File: config.mk
export PLATFORM = sky130hd
export DESIGN_NAME = psum_accum
export DESIGN_NICKNAME = d
export VERILOG_FILES = /design/src/rtl/psum_accum.sv
export SDC_FILE = /design/constraint.sdc
export NUM_CORES = 2
export LEC_CHECK = 0
export ABC_AREA = 1
export BUFFER_PORTS_ARGS = -buffer_cell sky130_fd_sc_hd__buf_2
export CAP_MARGIN = 20
export CORE_UTILIZATION = 30
export DETAILED_ROUTE_END_ITERATION = 16
export GPL_TIMING_DRIVEN = 1
export SYNTH_ARGS = -nofsm -noshare
export SYNTH_HDL_FRONTEND = slang
export SYNTH_SLANG_ARGS = --single-unit
File: constraint.sdc
create_clock -name clk -period 8.9 [get_ports clk]
set_clock_uncertainty 0.1 [all_clocks]
set_input_delay 0 -clock clk [delete_from_list [all_inputs] [get_ports clk]]
set_output_delay 0 -clock clk [all_outputs]
set_load 0.005 [all_outputs]
File: src/rtl/psum_accum.sv
// psum_accum: accumulates PE-row psums into a line buffer over several passes, then drains the ofmap row.
// Define PSUM_ACCUM_SAT_EN to saturate the accumulate add instead of wrapping.
module psum_accum #(
  parameter int DATA_WIDTH = 16,
  parameter int MAX_OFMAP_WIDTH = 64,
  localparam int LOG_MOW = $clog2(MAX_OFMAP_WIDTH)
) (
  input  logic                  clk,
  input  logic                  reset,
  input  logic [LOG_MOW:0]      i_ofmap_width,
  input  logic [7:0]            i_num_passes,
  input  logic [DATA_WIDTH-1:0] i_psum_data,
  input  logic                  i_psum_valid,
  input  logic                  i_last_psum,
  output logic [DATA_WIDTH-1:0] o_ofmap_data,
  output logic                  o_ofmap_valid,
  input  logic                  i_ofmap_ready,
  output logic                  o_busy,
  output logic                  o_row_done,
  output logic                  o_error
);
  typedef enum logic {ACC, DRAIN} state_t;
  state_t state, nstate;
  logic [DATA_WIDTH-1:0] mem [MAX_OFMAP_WIDTH];
  logic [LOG_MOW-1:0] col, rd, rd_n;
  logic [7:0] pass;
  logic fire, hs, last_col, last_rd, last_pass, row_end;
  logic [DATA_WIDTH-1:0] cur, sum, wdata;
  assign fire = i_psum_valid && state == ACC;
  assign hs = o_ofmap_valid && i_ofmap_ready;
  assign last_col = {1'b0, col} == i_ofmap_width - (LOG_MOW+1)'(1);
  assign last_rd = {1'b0, rd} == i_ofmap_width - (LOG_MOW+1)'(1);
  assign last_pass = pass == (i_num_passes == 8'd0 ? 8'd0 : i_num_passes - 8'd1);
  assign row_end = state == DRAIN && hs && last_rd;
  assign cur = mem[col];
`ifdef PSUM_ACCUM_SAT_EN
  logic [DATA_WIDTH:0] wide;
  assign wide = {cur[DATA_WIDTH-1], cur} + {i_psum_data[DATA_WIDTH-1], i_psum_data};
  assign sum = wide[DATA_WIDTH] != wide[DATA_WIDTH-1]
             ? (wide[DATA_WIDTH] ? {1'b1, {(DATA_WIDTH-1){1'b0}}} : {1'b0, {(DATA_WIDTH-1){1'b1}}})
             : wide[DATA_WIDTH-1:0];
`else
  assign sum = cur + i_psum_data;
`endif
  assign wdata = pass == 8'd0 ? i_psum_data : sum;
  assign rd_n = state == ACC ? '0 : (hs ? rd + LOG_MOW'(1) : rd);
  always_ff @(posedge clk or posedge reset)
    if (reset) state <= ACC;
    else state <= nstate;
  always_comb begin
    nstate = state == ACC ? (fire && last_col && last_pass ? DRAIN : ACC)
                          : (hs && last_rd ? ACC : DRAIN);
  end
  always_comb begin
    o_busy = state == DRAIN;
  end
  always_ff @(posedge clk or posedge reset)
    if (reset) begin
      col <= '0;
      pass <= '0;
      rd <= '0;
      o_ofmap_data <= '0;
      o_ofmap_valid <= 1'b0;
      o_row_done <= 1'b0;
      o_error <= 1'b0;
    end else begin
      col <= fire ? (last_col ? '0 : col + LOG_MOW'(1)) : col;
      pass <= row_end ? '0 : (fire && last_col && !last_pass ? pass + 8'd1 : pass);
      rd <= rd_n;
      // forward the word being written so the first drained word includes the final psum
      o_ofmap_data <= fire && col == rd_n ? wdata : mem[rd_n];
      o_ofmap_valid <= nstate == DRAIN;
      o_row_done <= row_end;
      o_error <= o_error || (i_psum_valid && state == DRAIN) || (fire && i_last_psum != last_col);
    end
  always_ff @(posedge clk)
    if (fire) mem[col] <= wdata;
endmodule

[Word level (Yosys, flattened, before mapping)]
Memories as Yosys holds them, arrays and structs flattened. A register that Yosys moved wholly into a read port is not among the register bits.
Cells that the tools add are included.
Operators by class
  bitwise operators: 1
  add/sub/neg operators: 6
  reduce and logical (&&, ||, !) cells: 16
  muxes and demuxes: 12
  eq/ne operators: 4
Operators with widths (count)
  8-bit two-way mux: 3
  6-bit two-way mux: 3
  16-bit adder: 1
  8-bit logical NOT: 2
  16-bit two-way mux: 1
  6-bit by 7-bit equality test with 1-bit output: 2
  6-bit by 1-bit adder with 6-bit output, second input constant: 2
  1-bit logical AND: 10
  8-bit by 1-bit adder with 8-bit output, second input constant: 1
  8-bit equality test: 1
  8-bit by 1-bit subtractor with 8-bit output, second input constant: 1
  7-bit by 1-bit subtractor with 7-bit output, second input constant: 1
  1-bit two-way mux: 5
  1-bit logical OR: 2
  2-bit nonzero test: 1
  1-bit logical NOT: 1
  1-bit inequality test: 1
  1-bit NOT: 1
Storage, ports and cells
  memories: 1
  bits in writable memories: 1024
  word-level logic and storage cells: 46
  flip-flop bits (word level): 23
  input bits: 36
Memory list
  mem: depth 64, width 16, read ports 2, clocked after memory_dff 1, write ports 1, RTL line 24  | logic [DATA_WIDTH-1:0] mem [MAX_OFMAP_WIDTH];

[Logic depth before layout (Yosys ltp)]
  depth after elaboration: 7
  depth in mapped cells: 27
  depth with buffers taken out: 24

[Worst setup path after synthesis]
Ideal clock, no wire load.
  kind: flip-flop to flip-flop
  start: register col[0]
  end: memory mem[0][10], data pin
  clock period less this slack: 6.663 ns
  path buffers: 4
  slack: 2.237 ns
  cell stages (with the launch flop): 25
  arrival: 5.841 ns
  cell sequence: dfrtp_1 -> buf_2 -> inv_1 -> buf_2 -> nand3_1 -> inv_1 -> buf_2 -> buf_1 -> a22oi_1 -> nand3_1 -> o21ai_0 -> nand2_1 -> nor2_1 -> nand2_1 -> ha_1 -> inv_1 -> fa_1 -> nand3b_1 -> nand2_1 -> a21boi_0 -> o21ai_0 -> nand2_1 -> nand2_1 -> xnor2_1 -> a21boi_0
On the way
  word-level cells in the longest chain between the ends: 3
Ends and longest elaborated chain
  start, declared: RTL line 25  | logic [LOG_MOW-1:0] col, rd, rd_n;
  start signal, assigned: RTL line 67  | col <= fire ? (last_col ? '0 : col + LOG_MOW'(1)) : col;
  memory read 64 x 16 bit
  16-bit adder: RTL line 43  | assign sum = cur + i_psum_data;
  16-bit two-way mux: RTL line 45  | assign wdata = pass == 8'd0 ? i_psum_data : sum;
  named net wdata[10]: RTL line 28  | logic [DATA_WIDTH-1:0] cur, sum, wdata;
  end, declared: RTL line 24
The timed path passes the listed nets, and every way through them passes these cells.

[Worst setup path in the final report]
  start: register col[2]
  end: memory mem[36][13], data pin
Same word-level chain as after synthesis.

==> results.json <==
{
  "min_from": "i_last_psum",
  "hpwlAfterDp_um": 122000,
  "p_leak_uw": 0.02238,
  "synth_area_leaders": "edfxtp_1 59%, nand2_1 9.0%, o211ai_1 6.6%",
  "drtAntennaViolNets": 0,
  "clkTransAtPathRegs_ps": 60,
  "crit_path_frequent_cell": "nand2_1",
  "crit_path_max_incr_delay_ps": 900,
  "gp_congestion": 0.9606,
  "crit_path_end_kind": "flip-flop",
  "worst_pin_slew_ps": 1254,
  "cts_buffers": 114,
  "synthDistinctLibCells": 57,
  "yosys.area.top_type": "edfxtp_1",
  "grt_antenna_before_repair": 10,
  "setup-tns-final_ps": 0,
  "crit_path_start_kind": "flip-flop",
  "fp.dieW_um": 419.3,
  "critical_path_class": "reg -> reg",
  "start_util_pct": 30.32,
  "synth_area_um2": 52240,
  "dr.max_layer_used": "met5",
  "h-tree-depth": 3,
  "area_growth_pct": 14.12,
  "async_flop_share_pct": 3.669,
  "nets": 5225,
  "power_density_nw_per_um2": 268.5,
  "coreArea_um2": 172300,
  "port_buffers": 55,
  "postCtsResizedCells": 0,
  "critPathMaxFanout": 70,
  "routed_wirelength_um": 207800,
  "grt_max_degree": 243,
  "cp_slowest_cell": "o21ai_0",
  "final_core_util_pct": 34.60,
  "cts_buffer_depth": 3,
  "io_pins": 56,
  "routedWlPerCell_um": 27.45,
  "gr-total-overflow": 0,
  "synth_top_cell_area_share_pct": 58.86,
  "slew_headroom_pct": 16.39,
  "crit_chain": "nor2_1 -> nand2_1 -> buf_4 -> inv_4 -> buf_12 -> a221oi_1 -> nand2_1 -> o21ai_0 -> nand2_1 -> nor2_1 -> nand4_1 -> ha_1 -> nand2_1 -> nor2_1 -> nand2_1 -> nand3_1 -> nand3_1 -> nand2_1 -> a21oi_1 -> or2_2 -> nand3_1 -> and2_2 -> buf_4",
  "drt_iter0_markers": 6960,
  "cts_tree": "built",
  "antenna_cells": 0,
  "yosys_register_bits": 1063,
  "dr.pass1.iters": 8,
  "ys_warn_count": 0,
  "track_usage_pct": 23.11,
  "drc_errors": 0,
  "wl_met3_um": 30190,
  "p_total_uw": 16010,
  "grt_setup_unrepaired": "false",
  "drv_slew": 0,
  "drive_above_1_share_pct": 8.877,
  "fmax_mhz": 132.7,
  "wl_met1_um": 77340,
  "hold_class": "in -> reg",
  "synth.most_common_cell": "nand2_1",
  "finalCritPeriodShare_pct": 84.67,
  "cp.required_ps": 9340,
  "die_h_um": 419.3,
  "seq_area_frac_synth_pct": 60.73,
  "num_vias": 43450,
  "syn_area_per_cell_um2": 10.07,
  "wl_met2_um": 86160,
  "reg2reg_from": "col[2]$_DFFE_PP0P_",
  "setup_viol": 0,
  "vias_per_cell": 5.739,
  "placed_area_um2": 55680,
  "grt_pass1_vias": 40640,
  "clk_root_buffer_cell": "clkbuf_16",
  "netlist_top_cells_count": "1250 x nand2_1, 1024 x edfxtp_1, 571 x inv_1, 543 x nand3_1, 459 x o211ai_1",
  "grt_first_pass_wirelength_um": 291500,
  "dieArea_um2": 175800,
  "postLayoutCellArea_um2": 59620,
  "maxCapViolCount": 0,
  "synthCells": 5188,
  "core.rowCount": 152,
  "status": "complete, no violations",
  "hold_viol": 0,
  "final.min_clock_period_ps": 7536,
  "clk_latency_ps": 740,
  "synth_edf_count": 1024,
  "syn_nets": 5246,
  "ir_worst_vdd_mv": 0.1744,
  "critical_path_arrival_ps": 7980,
  "clock-sinks": 1063,
  "critPathLaunch": "col[2]$_DFFE_PP0P_",
  "synth_ff_type": "edfxtp_1",
  "fillCellCount": 17120
}
==> state kept, by name, summed over array words and instances, names as in the netlist <==
name / flops
rd: 6
pass: 8
o_ofmap_valid: 1
col: 6
o_row_done: 1
o_error: 1
o_ofmap_data: 16
mem: 1024
==> final timing paths <==
kind / endpoint / slack [ps] / depth (start not counted)
min in group asynchronous: o_ofmap_data[12]$_DFF_PP0_ / 450 / 5
max in group asynchronous: col[0]$_DFFE_PP0P_ / 7810 / 5
setup reg to reg: mem[36][13]$_DFFE_PP_ / 1360 / 23
hold / removal: o_error$_DFF_PP0_ / 30 / 4
hold reg to reg: pass[6]$_DFFE_PP0P_ / 470 / 2
setup / recovery: mem[36][13]$_DFFE_PP_ / 1360 / 23
==> worst max-delay path: cells and delay by family, from the launching register on <==
kind / cells / cell delay, ps
and+or+nand+nor: 15 / 2880
adders and majority gates: 1 / 430
buffers and inverters: 4 / 1630
AOI/OAI and AO/OA: 3 / 1340
DFF: 1 / 740
==> metrics by stage <==
stage | hold slack [ps] | setup slack [ps] | instances
global route | 37.90 | 1255 | 7571
global placement | 72.03 | 1587 | 7329
finish | 29.30 | 1364 | 7571
CTS | 5.134 | 1581 | 7569
floorplan | 34.22 | 2237 | 5188
detailed placement | 94.65 | 1615 | 7331
==> layout by cell type (no fill, tap or decap), types with 11 or more instances in the layout <==
master	count
nand2_1	1247
edfxtp_1	1024
inv_1	567
nand3_1	540
o211ai_1	459
o21ai_0	209
nor2_1	127
clkbuf_16	115
buf_4	114
a221oi_1	100
a22oi_1	57
buf_2	56
o22ai_1	55
clkinv_1	39
dfrtp_1	38
a21oi_1	35
nor2_4	34
o2bb2ai_1	34
o2111ai_1	33
nand4_1	30
xor2_1	29
dlygate4sd3_1	28
clkbuf_1	24
clkinv_2	22
ha_1	21
nor2_2	19
o221ai_1	16
buf_12	15
xnor2_1	13
or2_2	12
o41ai_1	11
==> where the power goes <==
part	leakage [uW]	switching, uW	internal (uW)
sequential	0.00971	98.8	6460
combinational	0.0109	3670	1130
clock	0.00176	2030	2620
total	0.0224	5800	10200
==> what timing repair did <==
item,CTS,global route
setup buffers,0,0
hold buffers,28,0
hold endpoints to repair,262,0
==> cells by family after synthesis <==
group | synth area share (%)
AO/OA/AOI/OAI | 14.46
XOR/XNOR | 0.7041
AND/OR/NAND/NOR | 16.50
flip-flops | 60.73
buffers and inverters | 7.077
adder cells (fa/ha/maj) | 0.5413
==> metal layers <==
layer,vias to the layer above,GRT usage [%]
met5,-,0
met4,6,14.04
met3,686,6.235
met2,3345,33.62
met1,20880,30.51
li1,18530,-
==> cell type report <==
type                            instances  area, um^2  share of cell area [%]
Clock buffer                          139        2968                   4.978
Inverter                              588        2231                   3.742
Clock inverter                         71       633.1                   1.062
Sequential cell                      1063       31730                   53.22
Timing Repair Buffer                  215        1772                   2.972
Multi-Input combinational cell       3185       17400                   29.18
Tap cell                             2310        2890                   4.848
(Power assumes the default switching activity.)
